<file path="src/rtl/fifo_drain_ctrl.sv">
// fifo_drain_ctrl: read-side controller for MyFIFO with a mirrored level counter and an output skid buffer.
// Define FIFO_DRAIN_STATS_EN to add the saturating drop_cnt output.
module fifo_drain_ctrl #(
  parameter int DATA_W = 8,
  parameter int DEPTH  = 8,
  parameter int CNT_W  = 4,
  parameter int RD_LAT = 1
) (
  input  logic              clk,
  input  logic              rst,
  input  logic              fifo_wr_en,
  output logic              fifo_rd_en,
  input  logic [DATA_W-1:0] fifo_rd_data,
  output logic [DATA_W-1:0] m_data,
  output logic              m_valid,
  input  logic              m_ready,
  output logic [CNT_W-1:0]  level,
  output logic              empty,
  output logic              full
`ifdef FIFO_DRAIN_STATS_EN
  ,
  output logic [15:0]       drop_cnt
`endif
);

  localparam int SKID = RD_LAT + 1;
  localparam int PW   = $clog2(SKID);
  localparam int BW   = $clog2(SKID + 1);
  localparam int OW   = BW + 1;

  logic [CNT_W-1:0]  level_q, level_d;
  logic [RD_LAT-1:0] infl_q, infl_d;
  logic [DATA_W-1:0] mem_q [SKID];
  logic [DATA_W-1:0] mem_d [SKID];
  logic [PW-1:0]     wr_ptr_q, wr_ptr_d, rd_ptr_q, rd_ptr_d;
  logic [BW-1:0]     buf_cnt_q, buf_cnt_d;
  logic [DATA_W-1:0] m_data_q, m_data_d;
  logic              m_valid_q;
  logic [OW-1:0]     infl_cnt, occ;
  logic              pop, cap, wr_acc, rd_en;

  function automatic logic [PW-1:0] ptr_inc(input logic [PW-1:0] p);
    if (p == PW'(SKID - 1)) return '0;
    return p + 1'b1;
  endfunction

  always_comb begin
    infl_cnt = '0;
    for (int i = 0; i < RD_LAT; i++) infl_cnt = infl_cnt + OW'(infl_q[i]);
  end

  assign pop = m_valid_q && m_ready;
  assign cap = infl_q[RD_LAT-1];
  // Slots already committed (held + still in flight) after this cycle's pop.
  assign occ = OW'(buf_cnt_q) + infl_cnt - OW'(pop);
  assign rd_en = !rst && (level_q != '0) && (occ < OW'(SKID));
  assign wr_acc = fifo_wr_en && ((level_q < CNT_W'(DEPTH)) || rd_en);
  assign level_d = level_q + CNT_W'(wr_acc) - CNT_W'(rd_en);

  always_comb begin
    infl_d[0] = rd_en;
    for (int i = 1; i < RD_LAT; i++) infl_d[i] = infl_q[i-1];
  end

  always_comb begin
    mem_d = mem_q;
    wr_ptr_d = wr_ptr_q;
    rd_ptr_d = rd_ptr_q;
    if (cap) begin
      mem_d[wr_ptr_q] = fifo_rd_data;
      wr_ptr_d = ptr_inc(wr_ptr_q);
    end
    if (pop) rd_ptr_d = ptr_inc(rd_ptr_q);
    buf_cnt_d = buf_cnt_q + BW'(cap) - BW'(pop);
    m_data_d = mem_d[rd_ptr_d];
  end

  always_ff @(posedge clk) begin
    if (rst) begin
      level_q   <= '0;
      infl_q    <= '0;
      wr_ptr_q  <= '0;
      rd_ptr_q  <= '0;
      buf_cnt_q <= '0;
      m_valid_q <= 1'b0;
      m_data_q  <= '0;
      for (int i = 0; i < SKID; i++) mem_q[i] <= '0;
    end else begin
      level_q   <= level_d;
      infl_q    <= infl_d;
      wr_ptr_q  <= wr_ptr_d;
      rd_ptr_q  <= rd_ptr_d;
      buf_cnt_q <= buf_cnt_d;
      m_valid_q <= (buf_cnt_d != '0);
      m_data_q  <= m_data_d;
      mem_q     <= mem_d;
    end
  end

`ifdef FIFO_DRAIN_STATS_EN
  logic [15:0] drop_q;

  always_ff @(posedge clk) begin
    if (rst) drop_q <= '0;
    else if (fifo_wr_en && !wr_acc && (drop_q != 16'hFFFF)) drop_q <= drop_q + 16'd1;
  end

  assign drop_cnt = drop_q;
`endif

  assign fifo_rd_en = rd_en;
  assign m_data     = m_data_q;
  assign m_valid    = m_valid_q;
  assign level      = level_q;
  assign empty      = (level_q == '0);
  assign full       = (level_q == CNT_W'(DEPTH));

endmodule
</file>
<file path="config.mk">
export PLATFORM = sky130hd
export DESIGN_NAME = fifo_drain_ctrl
export DESIGN_NICKNAME = d
export VERILOG_FILES = /design/src/rtl/fifo_drain_ctrl.sv
export SDC_FILE = /design/constraint.sdc
export NUM_CORES = 1
export LEC_CHECK = 0
export BUFFER_PORTS_ARGS = -buffer_cell sky130_fd_sc_hd__buf_2
export CAP_MARGIN = 10
export CORE_UTILIZATION = 48
export CTS_CLUSTER_SIZE = 28
export DETAILED_ROUTE_END_ITERATION = 10
export PLACE_DENSITY = 0.81
export SLEW_MARGIN = 20
export SYNTH_ARGS = -nofsm -noshare
export SYNTH_HDL_FRONTEND = slang
export SYNTH_SLANG_ARGS = --single-unit
</file>
<file path="constraint.sdc">
create_clock -name clk -period 3.05 [get_ports clk]
set_clock_uncertainty 0.2 [all_clocks]
set_input_delay 0.1525 -clock clk [delete_from_list [all_inputs] [get_ports clk]]
set_output_delay 0.1525 -clock clk [all_outputs]
set_load 0.02 [all_outputs]
</file>
==> results of run 1 <==
[cell usage in the layout (no fill, tap or decap), drive strengths merged, types with 2 or more instances in the layout]
cell type / count
buf: 35
dfxtp: 34
nor2: 20
a21oi: 10
inv: 10
and3: 8
mux2i: 8
a221oi: 8
a211oi: 8
dlygate4sd3: 8
ha: 8
clkbuf: 7
nor2b: 4
nor3b: 2
and2: 2
fa: 2
nor4: 2
nand2: 2
[layer usage]
metal	global-route usage, %	routed length [um]
met5	0	0
met4	8.16	44
met3	4.24	133
met2	35.3	1460
met1	21.5	1230
[worst max-delay path: cells and delay by family, from the launching register on]
kind	cells	cell delay, ns
AOI/OAI and AO/OA	2	0.34
xor gates and xnor gates	1	0.17
adders and majority gates	5	1.10
buffers and inverters	3	0.25
DFF	1	0.35
muxes	1	0.30
and+or+nand+nor	2	0.38
[sequential cells by signal, summed over array words and instances, names as in the netlist]
name and flops:
m_data 8, m_valid 1, mem_q 16, buf_cnt_q 2, cap 1, wr_ptr_q 1
rd_ptr_q 1, level 4
[timing repair]
action | 4_1_cts | 5_1_grt
setup endpoints to repair | 3 | 3
pin swaps | 10 | 0
buffers inserted | 1 | 0
endpoints found under the hold margin | 8 | 0
hold buffers | 8 | 0
resized for setup | 7 | 0
[area by class of cell]
cell class	count	area, sq um	area share (%)
tap	44	55.1	2.84
timing repair buffer	43	275	14.2
clock buffer	7	55.1	2.84
multi-input combinational	93	828	42.7
inverter	10	37.5	1.93
sequential	34	686	35.3
clock inverter	1	5.00	0.258
[cells in the mapped netlist, types with 2 or more instances]
library cell  instances  area share (%)
buf_6                 3             2.2
fa_1                  2             2.6
ha_1                  8             6.6
a211oi_2              8             6.6
clkbuf_4              2            0.99
and3_1                8             3.3
nor2b_1               4             1.7
clkbuf_1              3            0.74
inv_1                10             2.5
dfxtp_1              34              45
mux2i_1               8             5.3
nor2_1               20             5.0
a221oi_1              8             4.6
buf_2                 2            0.66
nor3b_1               2            0.99
a21oi_1              10             3.3
nor4_1                2            0.83
[cell families after synthesis]
kind of cell | after synthesis
flip-flops | 34
buffers and inverters | 20
adder cells (fa/ha/maj) | 10
XOR/XNOR | 2
multiplexers | 9
AND/OR/NAND/NOR | 43
AO/OA/AOI/OAI | 29
[power by group]
| group | internal, mW | switching [mW] |
|---|---|---|
| clock network | 0.112 | 0.139 |
| logic | 0.400 | 0.451 |
| registers | 0.546 | 0.0599 |
| total | 1.06 | 0.650 |
[stage by stage]
step / instances / TNS [ns]
final: 232 / -0.364
after global routing: 232 / -0.662
after CTS: 232 / -0.391
after detailed placement: 215 / -0.811
after global placement: 215 / -0.473
after floorplan: 147 / -1.07
[worst min path at each step]
stage,start,end,slack [ns],cells past startpoint
2_1_floorplan,fifo_rd_data[2],mem_q[10],0.13,2
3_3_place_gp,fifo_rd_data[4],mem_q[12],0.24,3
3_5_place_dp,fifo_rd_data[2],mem_q[10],0.25,3
4_1_cts,rst,rd_ptr_q,0.14,3
5_1_grt,rst,mem_q[8],0.18,3
6_report,rst,rd_ptr_q,0.16,3
==> flow_metrics.env, run 1 <==
export IMPL_status="finished with violations"
export IMPL_violations="negative setup slack"
export IMPL_holdWs_ns=0.158
export IMPL_die_y_um=58.2
export IMPL_h_tree_depth=2
export IMPL_relSlewSlack_pct=66.7
export IMPL_syn_to_final_growth_pct=28.3
export IMPL_wire_per_inst_um=12.4
export IMPL_synth_fa_ha_area_share_pct=9.26
export IMPL_clock_latency_ns=0.33
export IMPL_p_per_area_mw_per_mm2=880
export IMPL_dpl_cell_area_sq_mm=0.00176
export IMPL_synthXorXnorAreaFrac_pct=1.16
export IMPL_finalPower_mw=1.71
export IMPL_p_leak_nw=0.897
export IMPL_synth_nets=169
export IMPL_drt_iter0_markers=37
export IMPL_worstSetupPathType="flop to flop"
export IMPL_grt_ovfl_total=0
export IMPL_diodes=0
export IMPL_clockBufferDepth=2
export IMPL_max_stage_delay_ns=0.35
export IMPL_portBuffers=27
export IMPL_cp_start_kind="flop"
export IMPL_synth_edf_count=0
export IMPL_fin_crit_ns=3.21
export IMPL_crit_top_cell="ha_4"
export IMPL_clk_pin_slew_worst_paths_ns=0.10
export IMPL_r2r_start="m_valid"
export IMPL_num_io_pins=28
export IMPL_num_rows=20
export IMPL_synth_compound_area_share_pct=16.0
export IMPL_ant_nets=0
export IMPL_grt_pass1_vias=1165
export IMPL_drive_gt1_share_pct=39.4
export IMPL_worstMarginPinSlew_ns=0.500
export IMPL_pre_cts_ws_ns=-0.337
export IMPL_fin_crit_sh_pct=105
export IMPL_die_area_sq_mm=0.00338
export IMPL_synthCells=147
export IMPL_vias=1182
export IMPL_yosysWarnings=0
export IMPL_drtPass1Iterations=4
export IMPL_cts_tree="yes"
export IMPL_avgSynthCellArea_sq_um=10.3
export IMPL_utilization_pct=64.1
export IMPL_r2r_slack_ns=-0.16
export IMPL_hp_class="input pin to flop"
export IMPL_synthFlopType="dfxtp_1"
export IMPL_maxCapViolCount=0
export IMPL_timing_final_ws_setup_ns=-0.162
export IMPL_gp_congestion=0.691
export IMPL_finalSetupViolCount=3
export IMPL_ys_seq_area_share_pct=45.0
export IMPL_r2r_end="level[3]"
export IMPL_fmax_mhz=311
export IMPL_crit_chain="and2_4 -> ha_4 -> inv_2 -> ha_4 -> fa_2 -> xnor2_2 -> nor4_4 -> buf_4 -> ha_4 -> inv_2 -> ha_4 -> a21o_1 -> a21oi_2 -> mux2_4"
export IMPL_clock_sinks=34
export IMPL_syn_cell_area_sq_mm=0.00151
export IMPL_die_width_um=58.2
export IMPL_crit_path_end_kind="flop"
export IMPL_synthSimpleGateAreaFrac_pct=15.5
export IMPL_ys_seq_elements=34
export IMPL_async_flop_share_pct=0
export IMPL_yosysUniqueCellTypes=30
export IMPL_required_ns=3.07
export IMPL_drc=0
export IMPL_arrival_ns=3.23
export IMPL_cp_endpoint="level[3]"
export IMPL_fill_cells=253
export IMPL_antenna_found_initial=0
export IMPL_hold_violations=0
export IMPL_ir_worst_vdd_v=0.000579
export IMPL_synth_top_family_by_area="compound AO/OA/AOI/OAI gates"
export IMPL_critPathMaxFanout=2
export IMPL_cts_root_buf="clkbuf_4"
export IMPL_grt_pass1_wl_mm=4.88
export IMPL_cts_buffers=5
export IMPL_reg2reg_depth=14
export IMPL_slew_violations=0
export IMPL_vias_per_cell=5.09
export IMPL_synth_mux_area_fraction_pct=6.03
export IMPL_design_area_sq_mm=0.00194
export IMPL_rsz0062_at_grt="yes"
export IMPL_nNetsFinal=209
export IMPL_initial_utilization_pct=50.0
export IMPL_startpoint="m_valid"
export IMPL_grt_start_max_net_pins=35
export IMPL_routed_wl_mm=2.87
export IMPL_grt_total_usage_pct=19.3
export IMPL_hpwlAfterDp_mm=2.07
export IMPL_cp_slowest_cell="dfxtp_4"
export IMPL_core_sq_mm=0.00303
Note: power is estimated with default switching activity, not from simulation.
==> run 2: changes to the inputs <==
--- a/config.mk
+++ b/config.mk
@@ -5,12 +5,13 @@
 export SDC_FILE = /design/constraint.sdc
 export NUM_CORES = 1
 export LEC_CHECK = 0
+export ABC_AREA = 1
 export BUFFER_PORTS_ARGS = -buffer_cell sky130_fd_sc_hd__buf_2
 export CAP_MARGIN = 10
-export CORE_UTILIZATION = 48
+export CORE_UTILIZATION = 40
 export CTS_CLUSTER_SIZE = 28
 export DETAILED_ROUTE_END_ITERATION = 10
-export PLACE_DENSITY = 0.81
+export PLACE_DENSITY = 0.71
 export SLEW_MARGIN = 20
 export SYNTH_ARGS = -nofsm -noshare
 export SYNTH_HDL_FRONTEND = slang
==> run 2 against run 1 <==
The flow still finishes with violations (negative setup slack). Synthesized cell count up 36%. Power up 14%. Register-to-register slack improved by 0.16 ns. Synthesized area is 1.3% higher. Utilization is 8.8 points lower. Clock power is 69% higher. First-iteration DRC count rose by 78%. Via count is 15% higher. Global-route usage down 1.4 points. Count of clock-buffer cells in the layout decreased by 1. Combinational power up 3.5%. Wire length grew 9.4%.
==> flow_metrics.env, run 2 <==
export IMPL_hold_violations=0
export IMPL_die_area_sq_mm=0.00409
export IMPL_antenna_found_initial=0
export IMPL_synth_top_area_share_pct=44.4
export IMPL_hp_class="input pin to flop"
export IMPL_clock_sinks=34
export IMPL_avgSynthCellArea_sq_um=7.67
export IMPL_cts_tree="yes"
export IMPL_die_width_um=63.9
export IMPL_relSlewSlack_pct=67.3
export IMPL_async_flop_share_pct=0
export IMPL_ys_seq_elements=34
export IMPL_clock_latency_ns=0.29
export IMPL_syn_cell_area_sq_mm=0.00153
export IMPL_wire_per_inst_um=10.5
export IMPL_p_leak_nw=1.10
export IMPL_status="finished with violations"
export IMPL_drtPass1Iterations=4
export IMPL_drt_iter0_markers=66
export IMPL_finalPower_mw=1.94
export IMPL_grt_total_usage_pct=18.0
export IMPL_synth_most_common_cell="inv_1"
export IMPL_cts_root_buf="clkbuf_8"
export IMPL_timing_final_ws_setup_ns=-0.00231
export IMPL_crit_chain="nand2_2 -> inv_2 -> ha_4 -> inv_2 -> ha_4 -> fa_2 -> nor2_2 -> nand3_2 -> nand2_1 -> nand2_1 -> ha_1 -> inv_1 -> ha_2 -> inv_2 -> fa_2 -> nor2_1"
export IMPL_h_tree_depth=2
export IMPL_cp_start_kind="flop"
export IMPL_layout_commonest_cell="inv_1"
export IMPL_worstSetupPathType="flop to flop"
export IMPL_num_io_pins=28
export IMPL_clockBufferDepth=2
export IMPL_routed_wl_mm=3.14
export IMPL_p_per_area_mw_per_mm2=960
export IMPL_core_sq_mm=0.00366
export IMPL_die_y_um=63.9
export IMPL_cp_slowest_cell="fa_2"
export IMPL_most_common_layout_cells="inv_1, nand2_1, dfxtp_1"
export IMPL_grt_pass1_wl_mm=5.47
export IMPL_fin_crit_ns=3.05
export IMPL_finalSetupViolCount=1
export IMPL_vias=1359
export IMPL_violations="negative setup slack"
export IMPL_max_stage_delay_ns=0.51
export IMPL_synth_edf_count=0
export IMPL_dpl_cell_area_sq_mm=0.00173
export IMPL_vias_per_cell=4.56
export IMPL_num_rows=22
export IMPL_largest_register="mem_q"
export IMPL_hpwlAfterDp_mm=1.97
export IMPL_fmax_mhz=328
export IMPL_design_area_sq_mm=0.00203
export IMPL_drive_gt1_share_pct=28.4
export IMPL_critPathMaxFanout=3
export IMPL_synth_nets=222
export IMPL_ys_seq_area_share_pct=44.4
export IMPL_diodes=0
export IMPL_ant_nets=0
export IMPL_maxCapViolCount=0
export IMPL_yosysWarnings=0
export IMPL_yosysUniqueCellTypes=19
export IMPL_initial_utilization_pct=41.9
export IMPL_largest_reg_flops=16
export IMPL_syn_to_final_growth_pct=32.1
export IMPL_worstMarginPinSlew_ns=0.489
export IMPL_grt_start_max_net_pins=19
export IMPL_ir_worst_vdd_v=0.000586
export IMPL_slew_violations=0
export IMPL_synthCells=200
export IMPL_cts_buffers=5
export IMPL_grt_ovfl_total=0
export IMPL_required_ns=3.02
export IMPL_synth_common_cells="inv_1, dfxtp_1, nand2_1, nand3_1, a21oi_1"
export IMPL_synth_area_leaders="dfxtp_1, inv_1, nand3_1"
export IMPL_crit_path_end_kind="flop"
export IMPL_arrival_ns=3.02
export IMPL_synth_largest_area_cell="dfxtp_1"
export IMPL_grt_pass1_vias=1242
export IMPL_nNetsFinal=272
export IMPL_pre_cts_ws_ns=-0.0588
export IMPL_drc=0
export IMPL_synthFlopType="dfxtp_1"
export IMPL_fin_crit_sh_pct=100
export IMPL_crit_top_cell="inv_2"
export IMPL_portBuffers=27
export IMPL_clk_pin_slew_worst_paths_ns=0.07
export IMPL_rsz0062_at_grt="yes"
export IMPL_gp_congestion=0.774
## run 2: cell count changes after synthesis, moves of 3 or more
cell and delta:
a221oi_1 -8, nand2_1 +32, nand3_1 +27, inv_1 +34, nor2b_1 -4, mux2i_1 -8, a21oi_1 +9, a211oi_2 -8
clkbuf_1 -3, and3_1 -8
## run 2: power by group
part           switching, mW  internal, mW  total (mW)
combinational          0.499         0.383       0.882
clock                  0.162         0.261       0.424
sequential            0.0680         0.571       0.639
## run 2: routing by layer
metal  global-route usage, %  vias to the layer above  wire [um]
met4                    7.67                        0         56
met5                       0                        -          0
met2                    29.5                       27       1550
li1                        -                      711          -
met1                    20.9                      615       1360
met3                    6.43                        6        172
## run 2: logic make-up (layout without fill, tap and decap cells)
| group | after synthesis | count (layout) | share of synthesized area (%) |
|---|---|---|---|
| and+or+nand+nor | 83 | 83 | 24.2 |
| buffers and inverters | 52 | 102 | 14.9 |
| DFF | 34 | 34 | 44.4 |
| AOI/OAI and AO/OA | 20 | 20 | 6.77 |
| adders and majority gates | 10 | 10 | 9.14 |
| xor gates and xnor gates | 1 | 1 | 0.571 |
## run 2: cell type report
cell class	count	area (sq um)
multi-input cells	114	669
repair buffers	49	320
fillers	346	1640
flip-flops and latches	34	683
inverters	46	180
clock inverters	1	30.0
well taps	48	60.1
clock buffers	6	82.6
## run 2: final timing paths
path	start	to	slack, ns	cells past startpoint
worst max-delay path	m_valid	level[1]	-0.002	16
worst min-delay path	rst	buf_cnt_q[0]	0.02	2
worst max register to register	m_valid	level[1]	-0.002	16
worst min register to register	mem_q[2]	mem_q[2]	0.27	2
## run 2: timing repair
item | 4_1_cts | 5_1_grt
buffers inserted | 11 | 1
pin swaps | 7 | 1
endpoints found under the setup margin | 2 | 4
hold endpoints to repair | 8 | 0
resized for setup | 3 | 3
hold buffers | 8 | 0
## run 2: worst max-delay path, delay by kind of cell (launching register included)
family	cells	cell delay (ns)
simple gates	6	0.47
flops	1	0.32
buf+inv	4	0.17
fa+ha+maj	6	1.76
## run 2: through the flow
step / util (%) / std cells / hold WS, ns / setup TNS (ns)
after detailed placement: 47.2 / 271 / 0.256 / -0.0977
after global placement: 47.2 / 271 / 0.250 / -0.00586
after floorplan: - / 200 / 0.113 / -0.228
after CTS: 54.9 / 297 / 0.0239 / 0
final: 55.3 / 298 / 0.0250 / -0.00231
after global routing: 55.3 / 298 / 0.0377 / -0.303
